### src/rtl/alu_pkg.sv
// Shared opcodes, flag positions and FSM state type for the ALU front-end.
package alu_pkg;

  localparam logic [3:0] OP_ADD = 4'b0000;
  localparam logic [3:0] OP_SUB = 4'b0001;
  localparam logic [3:0] OP_MUL = 4'b0010;
  localparam logic [3:0] OP_DIV = 4'b0011;
  localparam logic [3:0] OP_MOD = 4'b0100;
  localparam logic [3:0] OP_AND = 4'b0101;
  localparam logic [3:0] OP_OR  = 4'b0110;
  localparam logic [3:0] OP_XOR = 4'b0111;
  localparam logic [3:0] OP_SHL = 4'b1000;
  localparam logic [3:0] OP_SHR = 4'b1001;
  localparam logic [3:0] OP_MAX = 4'b1001;

  localparam int FLAG_N = 3;
  localparam int FLAG_Z = 2;
  localparam int FLAG_C = 1;
  localparam int FLAG_V = 0;

  typedef enum logic [2:0] {
    S_A    = 3'd0,
    S_B    = 3'd1,
    S_OP   = 3'd2,
    S_EXEC = 3'd3,
    S_DONE = 3'd4,
    S_ERR  = 3'd5
  } state_t;

  // LED step indicator: the three entry steps, then one code for everything after.
  function automatic logic [1:0] stage_of(input state_t s);
    logic [1:0] st;
    st = 2'd3;
    case (s)
      S_A:     st = 2'd0;
      S_B:     st = 2'd1;
      S_OP:    st = 2'd2;
      default: st = 2'd3;
    endcase
    return st;
  endfunction

  // An opcode is refused if it is undefined, or if it divides by a zero operand B.
  function automatic logic op_rejected(input logic [3:0] op, input logic b_zero);
    logic rej;
    rej = 1'b0;
    if (op > OP_MAX) begin
      rej = 1'b1;
    end else begin
      case (op)
        OP_DIV, OP_MOD: rej = b_zero;
        OP_ADD, OP_SUB, OP_MUL, OP_AND, OP_OR,
        OP_XOR, OP_SHL, OP_SHR: rej = 1'b0;
        default: rej = 1'b1;
      endcase
    end
    return rej;
  endfunction

endpackage

### src/rtl/btn_edge_sync.sv
// Two-flop synchronizer for a raw button level followed by a registered
// rising-edge detector; a held button yields a single one-cycle pulse.
module btn_edge_sync (
  input  logic clk,
  input  logic rst_n,
  input  logic din,
  output logic pulse
);

  // sync[0]/sync[1] are the metastability pair, sync[2] is the previous synced level
  logic [2:0] sync;

  // Shift the level through the synchronizer and register the rising edge.
  always_ff @(posedge clk or negedge rst_n) begin
    if (!rst_n) begin
      sync  <= 3'b000;
      pulse <= 1'b0;
    end else begin
      sync  <= {sync[1:0], din};
      pulse <= sync[1] & ~sync[2];
    end
  end

endmodule

### src/rtl/alu_op_sequencer.sv
// Operand/operator entry sequencer in front of the lab ALU. Captures A, B and
// the opcode on successive enter presses, screens illegal requests, and holds
// the ALU result and flags for the display.
//
// state  | meaning
// S_A    | waiting for operand A
// S_B    | waiting for operand B
// S_OP   | waiting for the operator; screens it on capture
// S_EXEC | ALU settling; result captured on the next edge
// S_DONE | result and flags held for display
// S_ERR  | request rejected; err shown until the next A capture
module alu_op_sequencer
  import alu_pkg::*;
#(
  parameter int N_BITS = 4
) (
  input  logic                  clk,
  input  logic                  rst_n,
  input  logic                  enter,
  input  logic                  clear,
  input  logic [N_BITS-1:0]     data_in,
  input  logic [3:0]            op_in,
  output logic [N_BITS-1:0]     alu_a,
  output logic [N_BITS-1:0]     alu_b,
  output logic [3:0]            alu_op,
  input  logic [2*N_BITS-1:0]   alu_result,
  input  logic [3:0]            alu_flags,
  output logic [2*N_BITS-1:0]   result,
  output logic [3:0]            flags,
  output logic                  result_valid,
  output logic                  err,
  output logic [1:0]            stage
);

  logic                enter_p;
  state_t              state, state_d;
  logic [N_BITS-1:0]   a_d, b_d;
  logic [3:0]          op_d;
  logic [2*N_BITS-1:0] result_d;
  logic [3:0]          flags_d;
  logic                valid_d, err_d;
  logic [1:0]          stage_d;

  btn_edge_sync u_enter_sync (
    .clk   (clk),
    .rst_n (rst_n),
    .din   (enter),
    .pulse (enter_p)
  );

  // State and every output register; all outputs come straight from flops.
  always_ff @(posedge clk or negedge rst_n) begin
    if (!rst_n) begin
      state        <= S_A;
      alu_a        <= '0;
      alu_b        <= '0;
      alu_op       <= OP_ADD;
      result       <= '0;
      flags        <= 4'b0000;
      result_valid <= 1'b0;
      err          <= 1'b0;
      stage        <= 2'd0;
    end else begin
      state        <= state_d;
      alu_a        <= a_d;
      alu_b        <= b_d;
      alu_op       <= op_d;
      result       <= result_d;
      flags        <= flags_d;
      result_valid <= valid_d;
      err          <= err_d;
      stage        <= stage_d;
    end
  end

  // Next state and next register values; clear overrides any enter in the same cycle.
  always_comb begin
    state_d  = state;
    a_d      = alu_a;
    b_d      = alu_b;
    op_d     = alu_op;
    result_d = result;
    flags_d  = flags;
    valid_d  = result_valid;
    err_d    = err;

    if (clear) begin
      state_d  = S_A;
      a_d      = '0;
      b_d      = '0;
      op_d     = OP_ADD;
      result_d = '0;
      flags_d  = 4'b0000;
      valid_d  = 1'b0;
      err_d    = 1'b0;
    end else begin
      case (state)
        S_A: begin
          if (enter_p) begin
            a_d     = data_in;
            valid_d = 1'b0;
            err_d   = 1'b0;
            state_d = S_B;
          end
        end
        S_B: begin
          if (enter_p) begin
            b_d     = data_in;
            state_d = S_OP;
          end
        end
        S_OP: begin
          if (enter_p) begin
            op_d = op_in;
            if (op_rejected(op_in, alu_b == '0)) begin
              // Flag the error on the capture edge itself and blank the display.
              state_d  = S_ERR;
              err_d    = 1'b1;
              result_d = '0;
              flags_d  = 4'b0000;
              valid_d  = 1'b0;
            end else begin
              state_d = S_EXEC;
            end
          end
        end
        S_EXEC: begin
          // Operands were registered one cycle ago, so the ALU output is settled now.
          result_d = alu_result;
          flags_d  = {alu_flags[FLAG_N], alu_flags[FLAG_Z],
                      alu_flags[FLAG_C], alu_flags[FLAG_V]};
          valid_d  = 1'b1;
          state_d  = S_DONE;
        end
        S_DONE: begin
          if (enter_p) state_d = S_A;
        end
        S_ERR: begin
          if (enter_p) state_d = S_A;
        end
        default: state_d = S_A;
      endcase
    end

    stage_d = stage_of(state_d);
  end

endmodule

### config.mk
export PLATFORM = sky130hd
export DESIGN_NAME = alu_op_sequencer
export DESIGN_NICKNAME = d
export VERILOG_FILES = /design/src/rtl/alu_pkg.sv /design/src/rtl/btn_edge_sync.sv /design/src/rtl/alu_op_sequencer.sv
export SDC_FILE = /design/constraint.sdc
export NUM_CORES = 1
export LEC_CHECK = 0
export ABC_AREA = 1
export CORE_MARGIN = 3
export CORE_UTILIZATION = 44
export DETAILED_ROUTE_END_ITERATION = 10
export PLACE_DENSITY = 0.78
export SLEW_MARGIN = 20
export SYNTH_ARGS = -nofsm -noshare
export SYNTH_HDL_FRONTEND = slang
export SYNTH_SLANG_ARGS = --single-unit
### constraint.sdc
create_clock -name clk -period 1.7 [get_ports clk]
set_input_delay 0.34 -clock clk [delete_from_list [all_inputs] [get_ports clk]]
set_output_delay 0.34 -clock clk [all_outputs]
set_load 0.02 [all_outputs]
==> impl_metrics.ini <==
[synth]
postSynthCellCount = 171
synth.most_common_cell = nand2_1
synth.distinct_cells = 18
syn_nets = 195
synth_flop_cell = dfrtp_1
synth_area_leader_cell = dfrtp_1
syn-cell-area_sq_um = 1494
synthArstFlopShare_pct = 100.0
synth_seq_area_share_pct = 58.63
yosysWarnings = 0
synth_top_cell_area_share_pct = 58.63
ys_seq_elements = 35
synth-edff-count = 0
syn_avg_cell_area_sq_um = 8.736
synth.area.top_cells = dfrtp_1 59%, nand2_1 17%, inv_1 5.0%
yosys-top-cells-count = 68 x nand2_1, 35 x dfrtp_1, 20 x inv_1, 11 x nor2_1, 7 x nand3_1

[placement]
dpl.hpwl_um = 2380
numPortBuffers = 51
gp_congestion = 0.8224

[power_and_ir_drop]
finalPower_mw = 1.697
power_density_nw_per_um2 = 775.7
peakVddDrop_mv = 0.4893
p_leak_nw = 1.454

[sta]
period_minus_slack_ps = 1628
relSlewSlack_pct = 64.50
max_freq_mhz = 614.3
timing.final.crit_share_pct = 95.76
maxSlewViolCount = 0
setup_violations = 0
rsz0062_at_grt = false
finalHoldViolCount = 0
tightest_slew_ps = 526.9
finClkSkew_ps = 10.43

[critical_path]
worstReg2RegStart = state[0]$_DFF_PN0_
cp_num_buf_inv = 1
reg2reg_depth = 5
slowest_stage = clkdlybuf4s50_1
worstPathArrival_ps = 1290
r2r_slack_ps = 270
endpoint_kind = primary output
max_stage_delay_ps = 610
critPathMaxFanout = 2
crit_chain = clkdlybuf4s50_1
critPathTopFamily = buffers and inverters
worstPathRequired_ps = 1360
startpoint_type = flop
path_class = reg2out
rr_endpoint = alu_op[0]$_DFFE_PN0P_

[hold_path]
hold_path_class = in2async

[die]
initial_utilization_pct = 47.38
core_area_sq_um = 3153
fp.dieH_um = 64.27
dieArea_sq_um = 4131
ios = 52
die_width_um = 64.27
rows = 20

[grt]
grt_max_degree = 36
antenna_found_initial = 0
overflow = 0
track_usage_pct = 16.25
grt_pass1_wl_um = 5244
first_global_vias = 1218

[layout]
layout-drive-gt1-share_pct = 12.55
post-route-util_pct = 69.40
antenna_cells = 0
nets = 254
syn2layout_area_growth_pct = 46.48

[clock_tree]
cts_hold_buf = 0
clock_sinks = 35
htreeDepth = 2
cts_tree = done
cts_made_buffers = 5
insertion_delay_ps = 330
clk_path_buf_depth = 2
cts_root_buffer = clkbuf_4
clk_pin_slew_ps = 110

[detailed_routing]
dr.pass1.iters = 4
wl_um = 3051
wl_per_cell_um = 11.09
via_count = 1228
drt-initial-drc-count = 93
routed_via_density = 4.465
ant_nets = 0
route.detailed.drc = 0

[status]
status = completed

[run]
max_cap_viol_count = 0
-- repair_timing --
| item | in CTS | in global routing |
|---|---|---|
| setup buffers | 0 | 0 |
| resized for setup | 1 | 19 |
| setup endpoints to repair | 1 | 19 |
| gates cloned | 0 | 0 |
-- area by class of cell --
class,count,area (sq um)
clock buffer,5,37.54
clock inverter,3,43.79
fill,271,964.7
inverter,23,92.59
multi-input combinational,111,509.2
sequential,35,875.8
tap,44,55.05
timing repair buffer,54,574.3
-- registers in the layout, indices dropped and copies added, names as in the netlist --
signal,flops
alu_op,4
u_enter_sync.pulse,1
state,3
u_enter_sync.sync,3
err,1
stage,2
result,8
result_valid,1
alu_a,4
flags,4
alu_b,4
-- metrics by stage --
step | area [sq um] | std cells | setup TNS, ps | hold slack [ps] | worst slack [ps]
3_5_place_dp | 2061 | 267 | -664.8 | 343.6 | -64.82
5_1_grt | 2188 | 275 | 0 | 15.56 | 8.940
3_3_place_gp | 2061 | 267 | 0 | 338.1 | 2.765
4_1_cts | 2141 | 275 | 0 | 18.32 | 13.40
2_1_floorplan | 1494 | 171 | 0 | 44.41 | 322.5
6_report | 2188 | 275 | 0 | 19.06 | 72.05
-- worst max-delay path by stage --
stage	slack [ps]	from	to	cells after the start
after floorplan	320	alu_b[3]$_DFFE_PN0P_	flags[3]$_DFFE_PN0P_	9
after global placement	3	op_in[1]	result[3]$_DFFE_PN0P_	10
after detailed placement	-60	op_in[1]	flags[1]$_DFFE_PN0P_	10
after CTS	10	result[1]$_DFFE_PN0P_	result[1]	1
after global routing	9	flags[0]$_DFFE_PN0P_	flags[0]	1
final	70	alu_op[1]$_DFFE_PN0P_	alu_op[1]	1
-- power by group --
group	leakage (nW)	switching, mW	internal (mW)	total (mW)
Combinational	0.938	0.123	0.117	0.240
Sequential	0.470	0.0181	0.862	0.881
Clock	0.0452	0.268	0.309	0.577
Total	1.45	0.409	1.29	1.70
-- cell families after synthesis --
logic type,Yosys count,share of synthesized area [%]
buffers and inverters,25,7.285
muxes,3,2.261
DFF,35,58.63
and+or+nand+nor,98,28.14
AOI/OAI and AO/OA,10,3.685
-- cells in the final DEF (no fill, tap or decap) --
cell             instances
nand2_1                 68
dfrtp_1                 35
clkdlybuf4s50_1         30
inv_1                   20
dlymetal6s2s_1          19
nor2_1                  11
nand3_1                  7
nand2_2                  6
o21ai_0                  5
clkbuf_4                 5
nand2_4                  3
mux2_2                   3
buf_4                    3
nor2_2                   2
a21oi_1                  2
clkinv_2                 2
inv_4                    2
o22ai_1                  2
nor3_1                   1
o21bai_1                 1
clkinv_4                 1
bufinv_16                1
buf_2                    1
dlygate4sd2_1            1
-- metal layers --
layer	global-route usage (%)	wire length, um	vias to the layer above
li1	-	-	634
met1	20.09	1292	569
met2	27.45	1590	23
met3	5.272	145	2
met4	3.958	22	0
met5	0	0	-
Power figures use the tool's default switching activity.
